`config.mk`:
```
export PLATFORM = sky130hd
export DESIGN_NAME = conv_overlap_add_flat
export DESIGN_NICKNAME = d
export VERILOG_FILES = /design/src/rtl/conv_overlap_add_if.sv /design/src/rtl/conv_overlap_add.sv /design/src/flat_wrapper.sv
export SDC_FILE = /design/constraint.sdc
export NUM_CORES = 1
export LEC_CHECK = 0
export CAP_MARGIN = 20
export CORE_ASPECT_RATIO = 0.8
export CORE_MARGIN = 2
export CORE_UTILIZATION = 55
export DETAILED_ROUTE_END_ITERATION = 8
export GPL_TIMING_DRIVEN = 0
export PLACE_DENSITY = 0.86
export SLEW_MARGIN = 20
export SYNTH_ARGS = -nofsm -noshare
export SYNTH_HDL_FRONTEND = slang
export SYNTH_SLANG_ARGS = --single-unit
```
`constraint.sdc`:
```
create_clock -name clk -period 4 [get_ports clk]
set_input_delay 0.4 -clock clk [delete_from_list [all_inputs] [get_ports clk]]
set_output_delay 0.4 -clock clk [all_outputs]
set_load 0.01 [all_outputs]
```
`src/rtl/conv_overlap_add_if.sv`:
```
// Handshake bundle for conv_overlap_add: packed result words in, convolution samples out.
// The slave modport is the block's own view; the master modport is the producer/consumer side.
interface conv_overlap_add_if #(
    parameter int OUT_W = 5
);
    logic             in_valid;
    logic             in_ready;
    logic [31:0]      in_result;
    logic             in_last;
    logic             out_valid;
    logic             out_ready;
    logic [OUT_W-1:0] out_sample;
    logic             out_last;
    logic             busy;

    modport master (
        output in_valid, in_result, in_last, out_ready,
        input  in_ready, out_valid, out_sample, out_last, busy
    );

    modport slave (
        input  in_valid, in_result, in_last, out_ready,
        output in_ready, out_valid, out_sample, out_last, busy
    );
endinterface

```
`src/rtl/conv_overlap_add.sv`:
```
// Overlap-add stage: folds y4..y6 of each block into y0..y2 of the next and streams samples out.
// Build option OLA_SATURATE_EN: clamp sums to 2^OUT_W-1 instead of wrapping.
module conv_overlap_add #(
    parameter int NIB_W = 4,
    parameter int OUT_W = 5
) (
    input  logic                clk,
    input  logic                rst,
    conv_overlap_add_if.slave   bus
);
    localparam int LANES = 7;
    localparam int SUM_W = (OUT_W > NIB_W + 1) ? OUT_W : NIB_W + 1;
    localparam logic [OUT_W-1:0] SAMPLE_MAX = '1;

    typedef enum logic [1:0] {IDLE, EMIT, FLUSH} state_t;

    state_t           state_reg, state_next;
    logic [1:0]       idx_reg, idx_next;
    logic             last_reg, last_next;
    logic [OUT_W-1:0] s_reg [4];
    logic [OUT_W-1:0] s_next [4];
    logic [NIB_W-1:0] tail_reg [3];
    logic [NIB_W-1:0] tail_next [3];

    logic [NIB_W-1:0] lane [LANES];
    logic [OUT_W-1:0] sum_w [4];
    logic             in_ready_w, out_valid_w, out_last_w;
    logic [OUT_W-1:0] out_sample_w;
    logic             unused_bits;

    // Narrow a full-precision sum to the output width.
    function automatic logic [OUT_W-1:0] fit(input logic [SUM_W-1:0] v);
`ifdef OLA_SATURATE_EN
        return (v > SUM_W'(SAMPLE_MAX)) ? SAMPLE_MAX : v[OUT_W-1:0];
`else
        return v[OUT_W-1:0];
`endif
    endfunction

    genvar gi;
    generate
        for (gi = 0; gi < LANES; gi++) begin : g_lane
            assign lane[gi] = bus.in_result[gi*NIB_W +: NIB_W];
        end
        for (gi = 0; gi < 4; gi++) begin : g_sum
            if (gi < 3) begin : g_ola
                assign sum_w[gi] = fit(SUM_W'(lane[gi]) + SUM_W'(tail_reg[gi]));
            end else begin : g_pass
                assign sum_w[gi] = fit(SUM_W'(lane[gi]));
            end
        end
    endgenerate

    // The top nibble is padding in the packed result word.
    assign unused_bits = ^bus.in_result[31:LANES*NIB_W];

    always_comb begin
        state_next   = state_reg;
        idx_next     = idx_reg;
        last_next    = last_reg;
        s_next       = s_reg;
        tail_next    = tail_reg;
        in_ready_w   = 1'b0;
        out_valid_w  = 1'b0;
        out_last_w   = 1'b0;
        out_sample_w = '0;
        case (state_reg)
            IDLE: begin
                in_ready_w = 1'b1;
                if (bus.in_valid) begin
                    state_next = EMIT;
                    idx_next   = 2'd0;
                    last_next  = bus.in_last;
                    for (int i = 0; i < 4; i++) s_next[i] = sum_w[i];
                    for (int i = 0; i < 3; i++) tail_next[i] = lane[4+i];
                end
            end
            EMIT: begin
                out_valid_w  = 1'b1;
                out_sample_w = s_reg[idx_reg];
                if (bus.out_ready) begin
                    idx_next = idx_reg + 2'd1;
                    if (idx_reg == 2'd3) begin
                        idx_next   = 2'd0;
                        state_next = last_reg ? FLUSH : IDLE;
                    end
                end
            end
            FLUSH: begin
                out_valid_w = 1'b1;
                out_last_w  = (idx_reg == 2'd2);
                case (idx_reg)
                    2'd0:    out_sample_w = fit(SUM_W'(tail_reg[0]));
                    2'd1:    out_sample_w = fit(SUM_W'(tail_reg[1]));
                    default: out_sample_w = fit(SUM_W'(tail_reg[2]));
                endcase
                if (bus.out_ready) begin
                    idx_next = idx_reg + 2'd1;
                    if (idx_reg == 2'd2) begin
                        idx_next   = 2'd0;
                        state_next = IDLE;
                        last_next  = 1'b0;
                        for (int i = 0; i < 3; i++) tail_next[i] = '0;
                    end
                end
            end
            default: state_next = IDLE;
        endcase
    end

    always_ff @(posedge clk or posedge rst) begin
        if (rst) begin
            state_reg <= IDLE;
            idx_reg   <= 2'd0;
            last_reg  <= 1'b0;
            for (int i = 0; i < 4; i++) s_reg[i] <= '0;
            for (int i = 0; i < 3; i++) tail_reg[i] <= '0;
        end else begin
            state_reg <= state_next;
            idx_reg   <= idx_next;
            last_reg  <= last_next;
            s_reg     <= s_next;
            tail_reg  <= tail_next;
        end
    end

    assign bus.in_ready   = in_ready_w;
    assign bus.out_valid  = out_valid_w;
    assign bus.out_sample = out_sample_w;
    assign bus.out_last   = out_last_w;
    assign bus.busy       = (state_reg != IDLE);
endmodule

```
`src/flat_wrapper.sv`:
```
// flat-port wrapper written by rule: the top's interface ports become plain ports
module conv_overlap_add_flat 
#(
    parameter int NIB_W = 4,
    parameter int OUT_W = 5
)
  (clk, rst, bus_in_valid, bus_in_result, bus_in_last, bus_out_ready, bus_in_ready, bus_out_valid, bus_out_sample, bus_out_last, bus_busy);
  conv_overlap_add_if #(.OUT_W(OUT_W)) bus_i ();
  input  logic clk;
  input  logic rst;
  input wire logic [$bits(bus_i.in_valid)-1:0] bus_in_valid;
  input wire logic [$bits(bus_i.in_result)-1:0] bus_in_result;
  input wire logic [$bits(bus_i.in_last)-1:0] bus_in_last;
  input wire logic [$bits(bus_i.out_ready)-1:0] bus_out_ready;
  output wire logic [$bits(bus_i.in_ready)-1:0] bus_in_ready;
  output wire logic [$bits(bus_i.out_valid)-1:0] bus_out_valid;
  output wire logic [$bits(bus_i.out_sample)-1:0] bus_out_sample;
  output wire logic [$bits(bus_i.out_last)-1:0] bus_out_last;
  output wire logic [$bits(bus_i.busy)-1:0] bus_busy;
  assign bus_i.in_valid = bus_in_valid;
  assign bus_i.in_result = bus_in_result;
  assign bus_i.in_last = bus_in_last;
  assign bus_i.out_ready = bus_out_ready;
  assign bus_in_ready = bus_i.in_ready;
  assign bus_out_valid = bus_i.out_valid;
  assign bus_out_sample = bus_i.out_sample;
  assign bus_out_last = bus_i.out_last;
  assign bus_busy = bus_i.busy;
  conv_overlap_add #(.NIB_W(NIB_W), .OUT_W(OUT_W)) u_core (.clk(clk), .rst(rst), .bus(bus_i));
endmodule
```
==> out/results.tsv <==
stage	metric	value	unit
yosys	synth-edff-count	0	
yosys	syn_avg_cell_area	9.28	um2
clock_tree	cts_buffer_depth	2	
yosys	ys_seq_area_share	39.6	%
clock_tree	clock-sinks	36	
global_routing	gr-total-overflow	0	
placed_design	post-place-cells	340	
worst_setup_path	timing.rr.start	u_core.state_reg[0]	
finish	areaGrowthSynthToFinish	25.5	%
job	drv_cap	0	
placed_design	port_buffers	40	
finish	layout-drive-gt1-share	7.85	%
yosys	synth_top_area_share	39.6	%
floorplan	fp-row-count	20	
clock_tree	cts_resized	0	
route	drc	0	
worst_setup_path	crit_path_end_kind	output pin	
run_status	outcome	complete, no violations	
sta	finalCriticalPeriod	2.90	ns
yosys	syn-cell-area	0.00227	mm2
floorplan	io_pins	46	
worst_setup_path	worst-setup-path-type	reg2out	
floorplan	dieWidth	75.9	um
placed_design	gp_congestion	0.834	
global_routing	antenna_found_initial	0	
route	viasPerCell	5.58	
sta	worst_pin_slew	0.750	ns
yosys	synth.area.top_cells	dfrtp_1 (40%), ha_1 (12%), nand2_1 (5.6%)	
finish	stdcell_count	348	
finish	largest_reg_flops	19	
sta	slew_headroom	49.9	%
power_and_ir_drop	leakage	0.00132	uW
clock_tree	cts_root_buf	clkbuf_8	
sta	rsz0062_at_grt	no	
yosys	yosysWarningCount	0	
worst_hold_path	hold_start	bus_in_valid	
sta	final_max_slew_viol_count	0	
worst_setup_path	cp-start-kind	flip-flop	
finish	seq_area	901	um2
route	vias	1941	
clock_tree	htreeDepth	2	
sta	finClkSkew	0.0107	ns
worst_hold_path	min_to	u_core.tail_reg[3]	
sta	tns	0	ns
sta	finalHoldViolCount	0	
floorplan	die-area	0.00467	mm2
yosys	synthArstFlopShare	100	%
floorplan	start_util	58.6	%
finish	multi_input_area	0.00120	mm2
worst_setup_path	reg2reg_to	u_core.s_reg[14]	
global_routing	grt_max_degree	37	
global_routing	grt_pass1_vias	1893	
worst_setup_path	r2r_cells	7	
placed_design	place_hpwl	4.23	mm
clock_tree	cts_tree	yes	
clock_tree	cts_hold_buf	0	
yosys	synth.distinct_cells	33	
sta	max_freq	345	MHz
clock_tree	cts_inserted_buffers	5	
yosys	synth-main-ff-cell	dfrtp_1	
yosys	synth-seq-cells	36	
worst_setup_path	worstPathRequired	3.60	ns
route	initialDrtViolationCount	174	
route	first_pass_iters	5	
sta	final.period_utilization	72.5	%
yosys	syn_nets	306	
finish	fin_nets	353	
sta	finalSetupViolations	0	
route	routedWlPerCell	15.9	um
worst_hold_path	whs_path_depth	3	
worst_setup_path	cp.arrival	2.50	ns
finish	fill_cells	300	
worst_setup_path	startpoint	u_core.idx_reg[0]	
power_and_ir_drop	vdd_drop_max	297	uV
floorplan	core	0.00388	mm2
floorplan	die_y	61.5	um
clock_tree	insertion_delay	0.30	ns
power_and_ir_drop	p_per_area	705	mW/mm2
clock_tree	clk_pin_slew_worst_paths	0.08	ns
worst_setup_path	path_max_fanout	8	
yosys	syn_inst	245	
clock_tree	post_cts_buffers	0	
yosys	yosys.area.top_type	dfrtp_1	
global_routing	grt_pass1_wl	9.29	mm
route	wl	5.54	mm
route	final_antenna_net_count	0	
worst_hold_path	holdCritPathClass	in2reg	
worst_setup_path	r2r_setup_slack	2.17	ns
global_routing	track_usage	27.8	%
finish	num_antenna_cells	0	
## metal layers
metal	wire length (um)	global-route usage, %	up-vias
li1	-	-	943
met3	429	4.58	10
met4	104	9.52	0
met1	2490	40.2	901
met2	2520	42.7	87
met5	0	0	-
## worst max path at each step
stage                        endpoint  slack, ns
finish              bus_out_sample[1]       1.10
global route        bus_out_sample[1]       0.97
CTS                 bus_out_sample[1]       1.12
detailed placement  bus_out_sample[1]       1.46
global placement    bus_out_sample[1]       1.50
floorplan           bus_out_sample[1]       2.15
## Yosys cell counts, drive strengths merged, types with 2 or more instances
library cell and number:
dfrtp 36, nand2 35, inv 30, o21ai 26
ha 21, a21oi 13, nand4 13, buf 9
nand3 8, a22o 5, mux2i 5, nor2 5
clkbuf 4, mux4 4, o2111ai 4, and2 3
and4b 3, fa 3, nand2b 3, or4 3
nor2b 2, xor2 2
## layout by cell type (no fill, tap or decap), types with 3 or more instances in the layout
cell and instances:
nor2_1 5, o2111ai_1 4, buf_2 7, o21ai_1 21
clkbuf_1 4, dfrtp_1 36, mux4_2 4, clkbuf_8 5
nand2b_1 3, a21oi_1 13, inv_1 29, and2_1 3
mux2i_1 5, ha_1 21, a22o_1 5, clkdlybuf4s50_1 40
and4b_1 3, nand4_1 13, or4_1 3, nand3_1 8
o21ai_0 5, fa_1 3, nand2_1 34
## through the flow
| step | utilization [%] | setup WS, ns | total power, uW | instance area, um2 | hold WS (ns) |
|---|---|---|---|---|---|
| 4_1_cts | 73.6 | 1.12 | 2010 | 2850 | 0.462 |
| 5_1_grt | 73.6 | 0.969 | 2170 | 2850 | 0.484 |
| 6_report | 73.6 | 1.10 | 2010 | 2850 | 0.465 |
| 2_1_floorplan | - | 2.15 | 1330 | 2270 | 0.440 |
| 3_3_place_gp | 70.7 | 1.50 | 1630 | 2740 | 0.452 |
| 3_5_place_dp | 70.7 | 1.46 | 1680 | 2740 | 0.458 |
## report_power, final
group,internal (uW),switching (uW)
Combinational,461,568
Sequential,527,127
Clock,184,143
## critical path: stages (launching register included)
cell and delay (ns):
dfrtp_1 0.42, buf_2 0.26, inv_1 0.13, ha_1 0.29
nor2_1 0.22, a21oi_1 0.12, o21ai_0 0.19, clkdlybuf4s50_1 0.57
## cells by family (layout without fill, tap and decap cells)
logic type | Yosys count | in the layout | share of synthesized area (%)
AOI/OAI and AO/OA | 53 | 53 | 14.2
xor gates and xnor gates | 3 | 3 | 1.16
adders and majority gates | 24 | 24 | 14.2
buffers and inverters | 43 | 91 | 7.48
DFF | 36 | 36 | 39.6
muxes | 9 | 9 | 6.16
and+or+nand+nor | 77 | 77 | 17.2
## layout make-up
| type | instances | area share, % |
|---|---|---|
| inverter | 30 | 3.95 |
| tap | 55 | 2.41 |
| clock buffer | 5 | 2.41 |
| buffer | 13 | 2.02 |
| multi-input combinational | 166 | 42.1 |
| sequential | 36 | 31.6 |
| timing repair buffer | 40 | 14.0 |
| clock inverter | 3 | 1.49 |
Power figures use the tool's default switching activity.
==> RTL edit, RTL diff (same flow settings) <==
`OUT_W` is set to 5 in 3 places; all go to 6.
--- a/src/rtl/conv_overlap_add_if.sv
+++ b/src/rtl/conv_overlap_add_if.sv
@@ -3,3 +3,3 @@
 interface conv_overlap_add_if #(
-    parameter int OUT_W = 5
+    parameter int OUT_W = 6
 );
--- a/src/rtl/conv_overlap_add.sv
+++ b/src/rtl/conv_overlap_add.sv
@@ -4,3 +4,3 @@
     parameter int NIB_W = 4,
-    parameter int OUT_W = 5
+    parameter int OUT_W = 6
 ) (
--- a/src/flat_wrapper.sv
+++ b/src/flat_wrapper.sv
@@ -4,3 +4,3 @@
     parameter int NIB_W = 4,
-    parameter int OUT_W = 5
+    parameter int OUT_W = 6
 )
Ports: changed (resized bus_out_sample); port bits go from 46 to 47. No check against the original RTL was run, so the function may have changed too.
==> RTL edit against the unedited design <==
Combinational power hardly changed; fmax is 5.9% lower; power is 4.2% lower; design area is 0.75% lower; worst setup slack worse by 0.18 ns; die area is 0.52% higher; synthesized area is 0.55% higher; global-route usage is 0.86 points lower; sequential cell count stayed put; wire length is 0.56% higher; worst hold slack better by 0.011 ns.
==> RTL edit: results (changes against the unedited design) <==
stage,metric,value,unit,change
outcome,status,finished clean,,
worst_setup_path,critPathArrivalTime,2.68,ns,+0.18 ns
sta,period_needed,3.081,ns,+0.1815 ns
clock_tree,hold_buffers,0,,unchanged
final_layout,drive_gt1_frac,0.07483,,-0.003668
clock_tree,worstSkewPairLatency,0.29,ns,
floorplan,core,0.003904,mm^2,+0.65%
placed_design,dpl.hpwl,4.160,mm,-1.6%
synthesis,yosys-top-cells-count,"dfrtp_1 (36), nand2_1 (33), inv_1 (30)",,
synthesis,synth_warnings,0,,unchanged
clock_tree,cts_resized,0,,unchanged
worst_setup_path,worst-path-max-fanout,8,,unchanged
routing,route.final.wire_length,5.571,mm,+0.56%
final_layout,diodes,0,,unchanged
synthesis,syn_nets,308,,+0.65%
sta,max-slew-margin-rel,0.4926,,-0.006741
pwr,p_int,1102,uW,-6.1%
final_layout,nets,355,,+0.57%
clock_tree,cts_buffers,5,,unchanged
flow_run,max_cap_viol_count,0,,unchanged
clock_tree,cts_setup_buffers,0,,unchanged
global_routing,grt_pass1_wl,9.556,mm,+2.9%
min_path,hold_path.startpoint,bus_in_valid,,
synthesis,ys_seq_area_frac,0.3941,,-0.002169
synthesis,synth-async-reset-ratio,1.000,,unchanged
pwr,peakVddDrop,393.6,uV,+33%
global_routing,grt.total_usage,0.2689,,-0.008645
routing,detail_route.vias_per_cell,5.828,,+4.5%
clock_tree,cts-htree-levels,2,,unchanged
final_layout,largest_reg_flops,19,,unchanged
clock_tree,cts_root_buffer,clkbuf_8,,
sta,skew,0.01079,ns,+0.00008880 ns
synthesis,yosysUniqueCellTypes,35,,+6.1%
sta,finalSetupTns,0,ns,unchanged
pwr,p_leak,0.001316,uW,-0.27%
worst_setup_path,r2r-end,u_core.tail_reg[0],,
clock_tree,clockBufferDepth,2,,unchanged
global_routing,grt_pass1_vias,1973,,+4.2%
worst_setup_path,rr_startpoint,u_core.idx_reg[0],,
synthesis,ys.flop_type,dfrtp_1,,
worst_setup_path,crit_path_end,bus_out_sample[0],,
worst_setup_path,r2r_slack,2.13,ns,-0.04 ns
global_routing,grt_max_degree,37,,unchanged
routing,initialDrtViolationCount,175,,+0.57%
placed_design,numPortBuffers,40,,unchanged
synthesis,synth_area_leaders,"dfrtp_1 (39%), ha_1 (11%), nand2_1 (5.4%), inv_1 (4.9%), o21ai_1 (4.6%)",,
global_routing,antenna_found_initial,0,,unchanged
routing,first_pass_iters,5,,unchanged
placed_design,place.gp.congestion,0.8132,,-2.5%
min_path,min_to,u_core.tail_reg[2],,
clock_tree,clkTransAtPathRegs,0.07,ns,
RTL edit: cell type report:
cell class	instances	area (um^2)
clock buffer	6	72.57
clock inverter	1	5.005
timing repair buffer	40	400.4
tap	55	68.82
sequential	36	900.9
inverter	30	112.6
fill	323	1071
buffer	14	65.06
multi-input combinational	167	1207
RTL edit: kinds of logic after synthesis:
logic type               after synthesis  share of synthesized area
other                                  1                   0.001640
AO/OA/AOI/OAI                         54                     0.1439
adder cells (fa/ha/maj)               24                     0.1412
multiplexers                           9                    0.06131
buffers and inverters                 44                    0.07772
XOR/XNOR                               2                   0.007664
flip-flops                            36                     0.3941
AND/OR/NAND/NOR                       77                     0.1724
RTL edit: critical path, cell delays in order (launching register included):
cell             delay [ns]
dfrtp_1                0.42
buf_2                  0.29
inv_1                  0.14
ha_1                   0.28
nor2_1                 0.30
a21oi_1                0.12
o21ai_0                0.25
clkdlybuf4s50_1        0.59
RTL edit: metrics by stage:
stage	instance area (um^2)	worst slack, ns	hold slack (ns)	cells	util
after floorplan	2286	2.129	0.4403	247	-
after global placement	2755	1.378	0.4534	342	0.7058
after detailed placement	2755	1.308	0.4630	342	0.7058
after CTS	2833	0.9656	0.4784	349	0.7256
after global routing	2833	0.7977	0.4994	349	0.7256
final	2833	0.9195	0.4757	349	0.7256
RTL edit: power by group through the flow:
stage / Clock [uW] / Combinational, uW / Sequential, uW
2_1_floorplan: 0 / 716 / 606
6_report: 247 / 1030 / 644
4_1_cts: 246 / 1020 / 642
3_5_place_dp: 0 / 1010 / 648
5_1_grt: 263 / 1160 / 664
3_3_place_gp: 0 / 979 / 640
RTL edit: per-layer routing:
layer	global-route usage	vias up	wire [um]
met4	0.06753	0	69
met1	0.3620	984	2557
met5	0	-	0
met3	0.06452	12	378
met2	0.4541	90	2565
li1	-	948	-
